## src/rtl/i2c_rx_sr_if.sv

```systemverilog
// Pad-side and control-side signal bundle of the I2C slave receive shifter.
// master = pads/control FSM side, slave = the shifter itself.
interface i2c_rx_sr_if #(
  parameter int NUM_BITS = 8
);
  logic                scl_in;
  logic                sda_in;
  logic                rx_enable;
  logic                ack_enable;
  logic [NUM_BITS-1:0] parallel_out;
  logic                byte_valid;
  logic                start_det;
  logic                stop_det;
  logic                sda_pull;
  logic                busy;

  modport master (
    output scl_in, sda_in, rx_enable, ack_enable,
    input  parallel_out, byte_valid, start_det, stop_det, sda_pull, busy
  );

  modport slave (
    input  scl_in, sda_in, rx_enable, ack_enable,
    output parallel_out, byte_valid, start_det, stop_det, sda_pull, busy
  );
endinterface

```

## src/rtl/i2c_rx_sr.sv

```systemverilog
// I2C slave receive shifter: sync SCL/SDA, detect START/STOP, shift bytes in, drive ACK; events seen SYNC_STAGES+1 clk after the pad.
// No backpressure: bytes are presented as a pulse; optional I2C_RX_GLITCH_FILTER_EN adds a 3-sample filter (+2 clk).
module i2c_rx_sr #(
  parameter int NUM_BITS    = 8,
  parameter int SHIFT_MSB   = 1,
  parameter int SYNC_STAGES = 2
) (
  input logic         clk,
  input logic         rst,
  i2c_rx_sr_if.slave  bus
);

  localparam int            CW       = $clog2(NUM_BITS + 1);
  localparam logic [CW-1:0] CNT_FULL = CW'(NUM_BITS);

  typedef enum logic [1:0] {
    IDLE  = 2'd0,
    SHIFT = 2'd1,
    ACK   = 2'd2
  } state_t;

  logic [SYNC_STAGES-1:0] scl_sync;
  logic [SYNC_STAGES-1:0] sda_sync;
  logic                   scl_raw;
  logic                   sda_raw;
  logic                   scl_s;
  logic                   sda_s;
  logic                   scl_d;
  logic                   sda_d;

  always_ff @(posedge clk or posedge rst) begin
    if (rst) begin
      scl_sync <= '1;
      sda_sync <= '1;
    end else begin
      scl_sync <= {scl_sync[SYNC_STAGES-2:0], bus.scl_in};
      sda_sync <= {sda_sync[SYNC_STAGES-2:0], bus.sda_in};
    end
  end

  assign scl_raw = scl_sync[SYNC_STAGES-1];
  assign sda_raw = sda_sync[SYNC_STAGES-1];

`ifdef I2C_RX_GLITCH_FILTER_EN
  // Level follows the line only once the current and two previous samples agree.
  logic [1:0] scl_hist;
  logic [1:0] sda_hist;
  logic       scl_filt;
  logic       sda_filt;

  always_ff @(posedge clk or posedge rst) begin
    if (rst) begin
      scl_hist <= '1;
      sda_hist <= '1;
      scl_filt <= 1'b1;
      sda_filt <= 1'b1;
    end else begin
      scl_hist <= {scl_hist[0], scl_raw};
      sda_hist <= {sda_hist[0], sda_raw};
      scl_filt <= scl_s;
      sda_filt <= sda_s;
    end
  end

  assign scl_s = (scl_raw == scl_hist[0] && scl_hist[0] == scl_hist[1]) ? scl_raw : scl_filt;
  assign sda_s = (sda_raw == sda_hist[0] && sda_hist[0] == sda_hist[1]) ? sda_raw : sda_filt;
`else
  assign scl_s = scl_raw;
  assign sda_s = sda_raw;
`endif

  always_ff @(posedge clk or posedge rst) begin
    if (rst) begin
      scl_d <= 1'b1;
      sda_d <= 1'b1;
    end else begin
      scl_d <= scl_s;
      sda_d <= sda_s;
    end
  end

  logic scl_rise;
  logic scl_fall;
  logic start_c;
  logic stop_c;

  // SCL must be stable high across both samples, so a simultaneous SCL/SDA move is only a clock edge.
  assign scl_rise = scl_s & ~scl_d;
  assign scl_fall = ~scl_s & scl_d;
  assign start_c  = scl_s & scl_d & sda_d & ~sda_s;
  assign stop_c   = scl_s & scl_d & ~sda_d & sda_s;

  state_t              state_q,    state_n;
  logic [CW-1:0]       bit_cnt_q,  bit_cnt_n;
  logic [NUM_BITS-1:0] shreg_q,    shreg_n;
  logic [NUM_BITS-1:0] pout_q,     pout_n;
  logic                bv_q,       bv_n;
  logic                sdet_q,     sdet_n;
  logic                pdet_q,     pdet_n;
  logic                pull_q,     pull_n;
  logic                ack_rise_q, ack_rise_n;

  always_ff @(posedge clk or posedge rst) begin
    if (rst) begin
      state_q    <= IDLE;
      bit_cnt_q  <= '0;
      shreg_q    <= '1;
      pout_q     <= '1;
      bv_q       <= 1'b0;
      sdet_q     <= 1'b0;
      pdet_q     <= 1'b0;
      pull_q     <= 1'b0;
      ack_rise_q <= 1'b0;
    end else begin
      state_q    <= state_n;
      bit_cnt_q  <= bit_cnt_n;
      shreg_q    <= shreg_n;
      pout_q     <= pout_n;
      bv_q       <= bv_n;
      sdet_q     <= sdet_n;
      pdet_q     <= pdet_n;
      pull_q     <= pull_n;
      ack_rise_q <= ack_rise_n;
    end
  end

  always_comb begin
    state_n    = state_q;
    bit_cnt_n  = bit_cnt_q;
    shreg_n    = shreg_q;
    pout_n     = pout_q;
    bv_n       = 1'b0;
    sdet_n     = 1'b0;
    pdet_n     = 1'b0;
    pull_n     = pull_q;
    ack_rise_n = ack_rise_q;

    if (!bus.rx_enable) begin
      state_n    = IDLE;
      pull_n     = 1'b0;
      bit_cnt_n  = '0;
      ack_rise_n = 1'b0;
    end else if (start_c) begin
      // Covers both a fresh START and a repeated START; any partial byte is dropped.
      state_n    = SHIFT;
      sdet_n     = 1'b1;
      pull_n     = 1'b0;
      bit_cnt_n  = '0;
      shreg_n    = '1;
      ack_rise_n = 1'b0;
    end else if (stop_c) begin
      state_n    = IDLE;
      pdet_n     = 1'b1;
      pull_n     = 1'b0;
      bit_cnt_n  = '0;
      ack_rise_n = 1'b0;
    end else begin
      case (state_q)
        SHIFT: begin
          if (scl_rise && bit_cnt_q < CNT_FULL) begin
            if (SHIFT_MSB != 0) shreg_n = {shreg_q[NUM_BITS-2:0], sda_s};
            else                shreg_n = {sda_s, shreg_q[NUM_BITS-1:1]};
            bit_cnt_n = bit_cnt_q + 1'b1;
          end else if (scl_fall && bit_cnt_q == CNT_FULL) begin
            pout_n     = shreg_q;
            bv_n       = 1'b1;
            pull_n     = bus.ack_enable;
            ack_rise_n = 1'b0;
            state_n    = ACK;
          end
        end
        ACK: begin
          if (scl_rise) begin
            ack_rise_n = 1'b1;
          end else if (scl_fall && ack_rise_q) begin
            pull_n     = 1'b0;
            bit_cnt_n  = '0;
            shreg_n    = '1;
            ack_rise_n = 1'b0;
            state_n    = SHIFT;
          end
        end
        default: begin
          state_n = IDLE;
        end
      endcase
    end
  end

  assign bus.parallel_out = pout_q;
  assign bus.byte_valid   = bv_q;
  assign bus.start_det    = sdet_q;
  assign bus.stop_det     = pdet_q;
  assign bus.sda_pull     = pull_q;
  assign bus.busy         = (state_q != IDLE);

endmodule

```

## src/flat_wrapper.sv

```systemverilog
// flat-port wrapper written by rule: the top's interface ports become plain ports
module i2c_rx_sr_flat 
#(
  parameter int NUM_BITS    = 8,
  parameter int SHIFT_MSB   = 1,
  parameter int SYNC_STAGES = 2
)
  (clk, rst, bus_scl_in, bus_sda_in, bus_rx_enable, bus_ack_enable, bus_parallel_out, bus_byte_valid, bus_start_det, bus_stop_det, bus_sda_pull, bus_busy);
  i2c_rx_sr_if #(.NUM_BITS(NUM_BITS)) bus_i ();
  input logic clk;
  input logic rst;
  input wire logic [$bits(bus_i.scl_in)-1:0] bus_scl_in;
  input wire logic [$bits(bus_i.sda_in)-1:0] bus_sda_in;
  input wire logic [$bits(bus_i.rx_enable)-1:0] bus_rx_enable;
  input wire logic [$bits(bus_i.ack_enable)-1:0] bus_ack_enable;
  output wire logic [$bits(bus_i.parallel_out)-1:0] bus_parallel_out;
  output wire logic [$bits(bus_i.byte_valid)-1:0] bus_byte_valid;
  output wire logic [$bits(bus_i.start_det)-1:0] bus_start_det;
  output wire logic [$bits(bus_i.stop_det)-1:0] bus_stop_det;
  output wire logic [$bits(bus_i.sda_pull)-1:0] bus_sda_pull;
  output wire logic [$bits(bus_i.busy)-1:0] bus_busy;
  assign bus_i.scl_in = bus_scl_in;
  assign bus_i.sda_in = bus_sda_in;
  assign bus_i.rx_enable = bus_rx_enable;
  assign bus_i.ack_enable = bus_ack_enable;
  assign bus_parallel_out = bus_i.parallel_out;
  assign bus_byte_valid = bus_i.byte_valid;
  assign bus_start_det = bus_i.start_det;
  assign bus_stop_det = bus_i.stop_det;
  assign bus_sda_pull = bus_i.sda_pull;
  assign bus_busy = bus_i.busy;
  i2c_rx_sr #(.NUM_BITS(NUM_BITS), .SHIFT_MSB(SHIFT_MSB), .SYNC_STAGES(SYNC_STAGES)) u_core (.clk(clk), .rst(rst), .bus(bus_i));
endmodule
```

## config.mk

```make
export PLATFORM = sky130hd
export DESIGN_NAME = i2c_rx_sr_flat
export DESIGN_NICKNAME = d
export VERILOG_FILES = /design/src/rtl/i2c_rx_sr_if.sv /design/src/rtl/i2c_rx_sr.sv /design/src/flat_wrapper.sv
export SDC_FILE = /design/constraint.sdc
export NUM_CORES = 1
export LEC_CHECK = 0
export BUFFER_PORTS_ARGS = -buffer_cell sky130_fd_sc_hd__buf_2
export CORE_MARGIN = 4
export CORE_UTILIZATION = 39
export DETAILED_ROUTE_END_ITERATION = 10
export HOLD_SLACK_MARGIN = 0.02
export PLACE_DENSITY = 0.66
export SYNTH_ARGS = -nofsm -noshare
export SYNTH_HDL_FRONTEND = slang
export SYNTH_SLANG_ARGS = --single-unit
export TNS_END_PERCENT = 100
```

## constraint.sdc

```tcl
create_clock -name clk -period 3.6 [get_ports clk]
set_input_delay 0.36 -clock clk [delete_from_list [all_inputs] [get_ports clk]]
set_output_delay 0.36 -clock clk [all_outputs]
set_load 0.01 [all_outputs]
```

==> impl_metrics.json <==
{
  "slowest_delay_ns": 0.43,
  "dpl.hpwl_um": 2020,
  "grt_antenna_before_repair": 0,
  "dp_slack_ns": 1.43,
  "critPathArrivalTime_ns": 2.40,
  "min_period_ns": 2.19,
  "cts_max_path_buffers": 2,
  "cp-start-kind": "register",
  "whs_path_depth": 1,
  "drt_pass1_iterations": 4,
  "maxCapViolations": 0,
  "grt_first_pass_wirelength_um": 5080,
  "hold_viol_final": 0,
  "cts.clk_slew.worst_paths_ns": 0.07,
  "routabilityCongestion": 0.826,
  "h-tree-depth": 2,
  "fill_cells": 348,
  "drive_gt1_share_pct": 43.8,
  "rsz0062_at_grt": "false",
  "rr_endpoint": "u_core.shreg_q[3]$_DFFE_PP1P_",
  "fmax_mhz": 456,
  "core_area_um2": 3720,
  "viasPerCell": 5.44,
  "drc_errors": 0,
  "diodes": 0,
  "fp.dieW_um": 70.5,
  "critPathKind": "reg2reg",
  "cts_tree": "done",
  "numPortBuffers": 18,
  "fin_worst_skew_ns": 0.00354,
  "cts_buffers": 5,
  "row_count": 22,
  "post_cts_buffers": 0,
  "max_slew_margin_pct": 31.6,
  "syn2layout_area_growth_pct": 16.2,
  "min_delay_worst_endpoint": "u_core.sda_sync[0]$_DFF_PP1_",
  "finalSetupViolCount": 0,
  "multi_input_area_um2": 624,
  "gr-usage-all-layers_pct": 13.0,
  "grt_pass1_vias": 1032,
  "detail_route.wl_per_cell_um": 14.8,
  "num_vias": 1055,
  "synth.distinct_cells": 37,
  "grt_max_degree": 29,
  "fin_util_pct": 47.6,
  "start_util_pct": 41.0,
  "yosysSeqAreaShare_pct": 56.0,
  "ys_ff_latch": 33,
  "syn_nets": 133,
  "path_cells": "inv_1 -> ha_1 -> nor2_1 -> o31a_1 -> o211a_1 -> o32a_1",
  "tightest_slew_ns": 1.03,
  "ff2ff_path_depth": 6,
  "crit_fanout": 10,
  "drtAntennaViolNets": 0,
  "drt_wl_total_um": 2870,
  "synth_warnings": 0,
  "leakage_uw": 0.000783,
  "power_density_nw_per_um2": 492,
  "layout_common_cells": "dfstp_2, buf_2, dfrtp_1, mux2_2, inv_1",
  "tns_ns": 0,
  "io_pins": 19,
  "final.period_utilization_pct": 60.9,
  "status": "finished, final reports clean",
  "clkLatencyLatePin_ns": 0.28,
  "cts_hold_buffers": 0,
  "hp-class": "in2reg",
  "slowest_stage": "ha_1",
  "grt-ovfl-total": 0,
  "worst_slack_ns": 1.41,
  "final_common_cell": "dfstp_2",
  "syn_area_um2": 1520,
  "rrSetupSlack_ns": 1.41,
  "netlist_instances": 121,
  "min_from": "bus_sda_in",
  "die_y_um": 70.5,
  "end_kind": "register",
  "dieArea_um2": 4970,
  "drt_iter0_drc": 97,
  "cp.required_ns": 3.81,
  "nNetsFinal": 157,
  "root_buffer": "clkbuf_8",
  "r2r_start": "u_core.state_q[1]$_DFFE_PP0P_",
  "final_max_slew_viol_count": 0,
  "synth_area_per_cell_um2": 12.6,
  "vdd.ir_drop.worst_v": 0.000266,
  "cts_resized": 0,
  "cts.sinks": 33,
  "regArea_um2": 853
}
[flip-flops by register name, indices dropped and copies added, names as in the netlist, 2 cells and up]
signal,count
u_core.bit_cnt_q,4
u_core.state_q,2
u_core.bus.parallel_out,8
u_core.scl_sync,2
u_core.shreg_q,8
u_core.sda_sync,2
[synthesized netlist by cell type]
master,instances,area share (%)
a21boi_0,1,0.49
or3b_2,1,0.57
xnor2_1,1,0.57
a22oi_1,1,0.49
nor3_1,1,0.33
or4_1,1,0.49
or3_1,1,0.41
nand2_1,7,1.7
o311ai_0,1,0.57
o211a_1,1,0.66
dfrtp_1,11,18
o21ai_1,1,0.33
a21o_1,1,0.49
nor2_1,5,1.2
o21ai_0,5,1.6
nor4b_4,1,1.6
buf_4,1,0.49
nand4b_1,2,1.1
nor3b_1,1,0.49
a21oi_1,6,2.0
o31a_1,1,0.57
and3b_2,1,0.66
and3_1,1,0.41
buf_2,1,0.33
a31oi_1,1,0.41
o32a_1,8,5.3
a211o_1,1,0.57
o21a_1,3,1.5
o31ai_2,1,0.82
nand4_1,1,0.41
inv_1,9,2.2
nand3_1,4,1.3
nand3_2,1,0.66
nor4bb_4,1,1.6
dfstp_2,22,38
mux2_2,9,6.7
ha_1,6,4.9
[worst max path at each step]
stage                                        from  cells after the start                             to
global route        u_core.state_q[1]$_DFFE_PP0P_                      6  u_core.shreg_q[2]$_DFFE_PP1P_
finish              u_core.state_q[1]$_DFFE_PP0P_                      6  u_core.shreg_q[3]$_DFFE_PP1P_
floorplan           u_core.state_q[0]$_DFFE_PP0P_                      7  u_core.shreg_q[7]$_DFFE_PP1P_
global placement    u_core.state_q[1]$_DFFE_PP0P_                      6  u_core.shreg_q[7]$_DFFE_PP1P_
CTS                 u_core.state_q[1]$_DFFE_PP0P_                      6  u_core.shreg_q[2]$_DFFE_PP1P_
detailed placement  u_core.state_q[1]$_DFFE_PP0P_                      6  u_core.shreg_q[3]$_DFFE_PP1P_
[metal layers]
metal,part of all wire [%],GRT usage (%)
met3,3.9,4.46
met4,2.0,6.38
met1,46,17.5
met5,0,0
met2,48,18.5
[kinds of logic (layout without fill, tap and decap cells)]
logic type | count (synthesis) | in the layout | share of synthesized area (%)
simple gates | 29 | 29 | 13.1
fa+ha+maj | 6 | 6 | 4.93
buf+inv | 11 | 36 | 3.04
xor+xnor | 1 | 1 | 0.575
flops | 33 | 33 | 56.0
compound gates | 32 | 32 | 15.8
mux | 9 | 9 | 6.65
[critical path, delay by kind of cell, from the launching register on]
kind,cells,cell delay (ns)
buffers and inverters,1,0.11
AND/OR/NAND/NOR,1,0.18
AO/OA/AOI/OAI,3,0.99
flip-flops,1,0.40
adder cells (fa/ha/maj),1,0.43
[layout make-up]
cell class | count | area share (%)
Tap cell | 48 | 3.39
Clock inverter | 1 | 0.283
Sequential cell | 33 | 48.2
Multi-Input combinational cell | 77 | 35.3
Inverter | 9 | 1.91
Clock buffer | 7 | 5.44
Timing Repair Buffer | 19 | 5.51
[per-stage QoR]
stage	std cells	hold WS [ns]	total power, uW	area [um2]
after global placement	186	0.346	562	1670
after detailed placement	186	0.347	571	1670
after CTS	194	0.161	881	1770
after floorplan	121	0.345	540	1520
final	194	0.173	871	1770
after global routing	194	0.155	915	1770
[report_power, final]
part / total [uW] / switching (uW) / internal (uW)
logic: 81.8 / 33.0 / 48.8
registers: 484 / 39.7 / 444
clock network: 305 / 132 / 173
Note: power is estimated with default switching activity, not from simulation.
